--- src/rtl/fetch_pkg.sv ---
// rtl/fetch_pkg.sv - shared types and constants for the instruction-fetch stage
package fetch_pkg;

    localparam logic [31:0] NOP_INST = 32'h0000_0013;
    localparam logic [31:0] PC_STEP  = 32'd4;

    typedef enum logic {
        BOOT = 1'b0,
        RUN  = 1'b1
    } fetch_state_t;

    typedef struct packed {
        logic [31:0] inst;
        logic [31:0] pc;
    } fetch_entry_t;

endpackage

--- src/rtl/fetch_queue.sv ---
// rtl/fetch_queue.sv - circular instruction queue between fetch and decode
module fetch_queue
    import fetch_pkg::*;
#(
    parameter int  DEPTH = 2,
    localparam int PW    = $clog2(DEPTH),
    localparam int CW    = PW + 1
) (
    input  logic          clk,
    input  logic          rst_n,
    input  logic          clear_i,
    input  logic          push_i,
    input  fetch_entry_t  push_data_i,
    input  logic          pop_i,
    output logic [CW-1:0] count_o,
    output fetch_entry_t  head_o
);

    fetch_entry_t  mem_q [DEPTH];
    logic [PW-1:0] rd_ptr_q;
    logic [PW-1:0] wr_ptr_q;
    logic [CW-1:0] count_q;

    // Storage, pointers and occupancy; slots reset to NOP so an empty head reads as a NOP at PC 0.
    always_ff @(posedge clk or negedge rst_n) begin
        if (!rst_n) begin
            rd_ptr_q <= '0;
            wr_ptr_q <= '0;
            count_q  <= '0;
            for (int i = 0; i < DEPTH; i++) begin
                mem_q[i] <= '{inst: NOP_INST, pc: 32'h0};
            end
        end else if (clear_i) begin
            rd_ptr_q <= '0;
            wr_ptr_q <= '0;
            count_q  <= '0;
        end else begin
            if (push_i) begin
                mem_q[wr_ptr_q] <= push_data_i;
                wr_ptr_q        <= wr_ptr_q + 1'b1;
            end
            if (pop_i) begin
                rd_ptr_q <= rd_ptr_q + 1'b1;
            end
            case ({push_i, pop_i})
                2'b10:   count_q <= count_q + 1'b1;
                2'b01:   count_q <= count_q - 1'b1;
                default: count_q <= count_q;
            endcase
        end
    end

    assign count_o = count_q;
    assign head_o  = mem_q[rd_ptr_q];

endmodule

--- src/rtl/fetch_stage.sv ---
// rtl/fetch_stage.sv - fetch stage: next-PC, imem issue, in-flight tracking, decode queue (optional FETCH_BYPASS_EN)
module fetch_stage
    import fetch_pkg::*;
#(
    parameter logic [31:0] RESET_PC = 32'h0000_0000,
    parameter int          DEPTH    = 2
) (
    input  logic        clk,
    input  logic        rst_n,
    input  logic [31:0] pc_i,
    output logic [31:0] next_pc_o,
    output logic        imem_en_o,
    output logic [31:0] imem_addr_o,
    input  logic [31:0] imem_rdata_i,
    input  logic        redirect_i,
    input  logic [31:0] redirect_pc_i,
    input  logic        id_ready_i,
    output logic        id_valid_o,
    output logic [31:0] id_inst_o,
    output logic [31:0] id_pc_o,
    output logic [31:0] id_pc_plus4_o
);

    localparam int CW = $clog2(DEPTH) + 1;

    fetch_state_t  state_q, state_d;
    logic          run;
    logic          issue;
    logic          pop;
    logic          resp_valid;
    logic          q_push;
    logic          q_pop;
    logic          id_valid;
    logic          inflight_q;
    logic [31:0]   inflight_pc_q;
    logic [CW-1:0] count;
    logic [CW:0]   occupancy;
    fetch_entry_t  head;
    fetch_entry_t  resp;
    fetch_entry_t  id_entry;

    // FSM state register: BOOT mirrors the PC register's one-cycle hold after reset.
    always_ff @(posedge clk or negedge rst_n) begin
        if (!rst_n) state_q <= BOOT;
        else        state_q <= state_d;
    end

    // FSM next state: BOOT always advances to RUN after one cycle.
    always_comb begin
        state_d = state_q;
        case (state_q)
            BOOT:    state_d = RUN;
            RUN:     state_d = RUN;
            default: state_d = BOOT;
        endcase
    end

    // FSM outputs: fetching is only allowed in RUN.
    always_comb begin
        run = (state_q == RUN);
    end

    // Issue only when the returning word is guaranteed a queue slot.
    always_comb begin
        pop       = id_valid & id_ready_i;
        occupancy = (CW+1)'(count) + (CW+1)'(inflight_q) - (CW+1)'(pop);
        issue     = run & ~redirect_i & (occupancy < (CW+1)'(DEPTH));
    end

    // Next-PC priority: redirect, then sequential advance, else hold.
    always_comb begin
        next_pc_o = pc_i;
        if (redirect_i)  next_pc_o = redirect_pc_i;
        else if (issue)  next_pc_o = pc_i + PC_STEP;
    end

    assign imem_en_o   = issue;
    assign imem_addr_o = pc_i;

    // Remember whether a read is outstanding and which PC it belongs to.
    always_ff @(posedge clk or negedge rst_n) begin
        if (!rst_n) begin
            inflight_q    <= 1'b0;
            inflight_pc_q <= RESET_PC;
        end else begin
            inflight_q <= issue;
            if (issue) inflight_pc_q <= pc_i;
        end
    end

    assign resp_valid = inflight_q & ~redirect_i;
    assign resp       = '{inst: imem_rdata_i, pc: inflight_pc_q};

    // Decode view: queue head, or the arriving response when the queue is empty and bypass is built in.
    always_comb begin
        id_entry = head;
        id_valid = (count != '0);
        q_push   = resp_valid;
`ifdef FETCH_BYPASS_EN
        if (resp_valid && (count == '0)) begin
            id_entry = resp;
            id_valid = 1'b1;
            q_push   = ~id_ready_i;
        end
`endif
    end

    assign q_pop = id_ready_i & (count != '0);

    fetch_queue #(
        .DEPTH (DEPTH)
    ) u_queue (
        .clk         (clk),
        .rst_n       (rst_n),
        .clear_i     (redirect_i),
        .push_i      (q_push),
        .push_data_i (resp),
        .pop_i       (q_pop),
        .count_o     (count),
        .head_o      (head)
    );

    assign id_valid_o    = id_valid;
    assign id_inst_o     = id_entry.inst;
    assign id_pc_o       = id_entry.pc;
    assign id_pc_plus4_o = id_entry.pc + PC_STEP;

endmodule

--- config.mk ---
export PLATFORM = sky130hd
export DESIGN_NAME = fetch_stage
export DESIGN_NICKNAME = d
export VERILOG_FILES = /design/src/rtl/fetch_pkg.sv /design/src/rtl/fetch_queue.sv /design/src/rtl/fetch_stage.sv
export SDC_FILE = /design/constraint.sdc
export NUM_CORES = 1
export LEC_CHECK = 0
export ABC_CLOCK_PERIOD_IN_PS = 4710
export CAP_MARGIN = 15
export CORE_ASPECT_RATIO = 1.25
export CORE_UTILIZATION = 30
export CTS_BUF_LIST = sky130_fd_sc_hd__clkbuf_16
export DETAILED_ROUTE_END_ITERATION = 8
export PLACE_DENSITY = 0.53
export REMOVE_ABC_BUFFERS = 1
export SKIP_CTS_REPAIR_TIMING = 1
export SLEW_MARGIN = 20
export SYNTH_ARGS = -nofsm -noshare
export SYNTH_HDL_FRONTEND = slang
export SYNTH_SLANG_ARGS = --single-unit
--- constraint.sdc ---
create_clock -name clk -period 4.71 [get_ports clk]
set_input_delay 1.1775 -clock clk [delete_from_list [all_inputs] [get_ports clk]]
set_output_delay 1.1775 -clock clk [all_outputs]
set_load 0.05 [all_outputs]
==> impl_metrics.env <==
export IMPL_area_growth_pct=47.07
export IMPL_cp_end_kind="output port"
export IMPL_n_antenna_cell=0
export IMPL_yosysSeqAreaShare_pct=45.91
export IMPL_drt_pass1_iter_count=4
export IMPL_nets=1127
export IMPL_stdcell_area_sq_um=13330
export IMPL_wire_per_inst_microns=18.15
export IMPL_peakVddDrop_mv=0.6486
export IMPL_dieWidth_microns=157.5
export IMPL_critPathMaxFanout=7
export IMPL_core_rowCount=70
export IMPL_start_util_pct=30.71
export IMPL_finClkSkew_ns=0.01279
export IMPL_dp_cells=1396
export IMPL_worstSetupStartpointType="input port"
export IMPL_drc=0
export IMPL_status="finished, violations left"
export IMPL_cellPowerDensity_nw_per_um2=682.2
export IMPL_htreeDepth=4
export IMPL_rsz0062_at_grt="yes"
export IMPL_gp_congestion=0.7587
export IMPL_yosysTopAreaCell="dfrtp_1"
export IMPL_place_port_buffers=261
export IMPL_clk_latency_ns=0.43
export IMPL_finalWirelength_microns=25980
export IMPL_fin_tns_setup_ns=-0.02829
export IMPL_fin_crit_ns=4.733
export IMPL_crit_required_ns=3.53
export IMPL_p_leak_uw=0.005709
export IMPL_grt_pass1_vias=6921
export IMPL_tightest_slew_ns=0.9285
export IMPL_clkTransAtPathRegs_ns=0.06
export IMPL_drt_iter0_markers=172
export IMPL_cts_root_buf="clkbuf_16"
export IMPL_use_met2_pct=30.65
export IMPL_grt_ovfl_total=0
export IMPL_layout_drive_gt1_share_pct=36.23
export IMPL_avgViaCountPerCell=4.656
export IMPL_cp_startpoint="id_ready_i"
export IMPL_clockBufferDepth=2
export IMPL_syn_avg_cell_area_sq_um=12.08
export IMPL_synth_area_top_cells="dfrtp_1 44%, mux2_2 24%, mux2_1 3.4%"
export IMPL_max_stage_delay_ns=0.57
export IMPL_dieHeight_microns=196.3
export IMPL_netlist_area_leader_share_pct=44.17
export IMPL_path_class="input port to output port"
export IMPL_antenna_found_initial=0
export IMPL_grtUsageTotal_pct=17.24
export IMPL_async_reset_ff_share_pct=100.0
export IMPL_setup_violations=4
export IMPL_crit_arrival_ns=3.56
export IMPL_fin_ws_ns=-0.02316
export IMPL_slew_headroom_pct=38.10
export IMPL_yosysMostFrequentCell="mux2_2"
export IMPL_worst_hold_path_type="register to register"
export IMPL_r2r_slack_ns=1.47
export IMPL_cts_tree="yes"
export IMPL_design_die_area_sq_um=30920
export IMPL_yosysWarnings=0
export IMPL_grt_max_degree=96
export IMPL_core_sq_um=29520
export IMPL_postRouteAntennaNets=0
export IMPL_cap_viol_max_count=0
export IMPL_slew_violations=0
export IMPL_cts_buffers=17
export IMPL_use_met1_pct=21.06
export IMPL_syn_area_sq_um=9064
export IMPL_final_hold_viol_count=0
export IMPL_netlist_instances=750
export IMPL_cp_slowest_cell="fa_2"
export IMPL_synth_edff_count=0
export IMPL_fin_crit_sh_pct=100.5
export IMPL_grtUsageMet3_pct=3.012
export IMPL_placed_cell_area_sq_um=12530
export IMPL_reg2reg_from="u_queue.count_o[0]"
export IMPL_hold_path_startpoint="u_queue.mem_q[124]"
export IMPL_synth_common_cells="190 x mux2_2, 160 x dfrtp_1, 52 x nand2_1"
export IMPL_synth_cell_types=54
export IMPL_vias=6663
export IMPL_place_hpwl_microns=18820
export IMPL_crit_chain="buf_8, nand2_4, inv_2, ha_4, nand2b_4, fa_2, nand3b_4, buf_6, nor3b_2, buf_4, nand4_1, xor2_1, o21ai_1, buf_4, buf_12"
export IMPL_pin_count=262
export IMPL_grt_pass1_wl_microns=40310
export IMPL_synth_seq_cells=166
export IMPL_stdcell_count=1431
export IMPL_crit_top_cell="buf_4"
export IMPL_top_usage_layer="met2"
export IMPL_synth_ff_type="dfrtp_1"
export IMPL_cts_sinks=166
export IMPL_fmax_mhz=211.3
export IMPL_violations="setup timing"
## logic make-up after synthesis
kind of cell / share of synthesized area (%)
other: 0.04137
AND/OR/NAND/NOR: 10.19
multiplexers: 27.95
AO/OA/AOI/OAI: 3.562
XOR/XNOR: 6.102
adder cells (fa/ha/maj): 0.6351
flip-flops: 45.91
buffers and inverters: 5.605
## final timing paths
kind,cells after the start,endpoint
setup reg to reg,12,inflight_pc_q[11]
min in group asynchronous,1,u_queue.mem_q[22]
hold / removal,1,u_queue.mem_q[124]
max in group asynchronous,2,u_queue.mem_q[96]
setup / recovery,15,next_pc_o[20]
hold reg to reg,1,u_queue.mem_q[124]
## stage by stage
stage | util, % | hold slack [ns] | total power [uW] | setup slack [ns]
after floorplan | - | 0.4710 | 5906 | -1.913
after global placement | 42.46 | 0.4812 | 7674 | -0.5655
after detailed placement | 42.46 | 0.4896 | 7709 | -0.5911
after CTS | 44.45 | 0.5056 | 9174 | -0.6228
after global routing | 45.16 | 0.5143 | 9569 | -0.1176
final | 45.16 | 0.5016 | 9094 | -0.02316
## metal layers
metal  wire, microns  vias up  part of all wire, %
met4             423        0                  1.6
li1                -     3167                    -
met2           13810      129                   53
met3             809       24                  3.1
met1           10930     3343                   42
met5               0        -                    0
## flip-flops by register name (all words and copies together), names as in the netlist
signal and count:
u_queue.count_o 2, u_queue.wr_ptr_q 1, inflight_q 1, u_queue.rd_ptr_q 1, run 1, inflight_pc_q 32, u_queue.mem_q 128
## cell type report
class | instances | area (sq um)
inverters | 14 | 52.55
fillers | 2787 | 16190
clock inverters | 14 | 162.7
clock buffers | 17 | 425.4
flip-flops and latches | 166 | 4165
well taps | 396 | 495.5
multi-input cells | 498 | 4519
repair buffers | 326 | 3510
## worst max-delay path: cells and delay by family
| kind | cells | cell delay (ns) |
|---|---|---|
| compound gates | 1 | 0.11 |
| xor+xnor | 1 | 0.15 |
| fa+ha+maj | 2 | 0.79 |
| buf+inv | 6 | 0.73 |
| simple gates | 5 | 0.58 |
## placed cells by master (no fill, tap or decap), types with 6 or more instances in the layout
cell type / synthesis / final
nand2_1: 52 / 50
and3_1: 6 / 6
nor3_1: 6 / 6
dfstp_2: 6 / 6
xor2_1: 29 / 29
buf_12: 0 / 36
dfrtp_1: 160 / 159
buf_4: 36 / 61
nor2_1: 16 / 16
mux2_2: 190 / 188
inv_1: 14 / 13
dlymetal6s2s_1: 0 / 14
o21ai_2: 0 / 12
inv_6: 0 / 6
xnor2_1: 31 / 30
mux2i_1: 9 / 9
clkbuf_16: 0 / 17
nand3_1: 17 / 16
o21ai_0: 20 / 8
nand4_1: 23 / 23
o21ai_1: 11 / 11
clkdlybuf4s50_1: 0 / 210
mux2_1: 27 / 27
## power by group
group / switching, uW / internal, uW / total (uW)
sequential: 464 / 2110 / 2570
combinational: 3060 / 2050 / 5100
clock: 623 / 796 / 1420
total: 4140 / 4950 / 9090
Power figures use the tool's default switching activity.
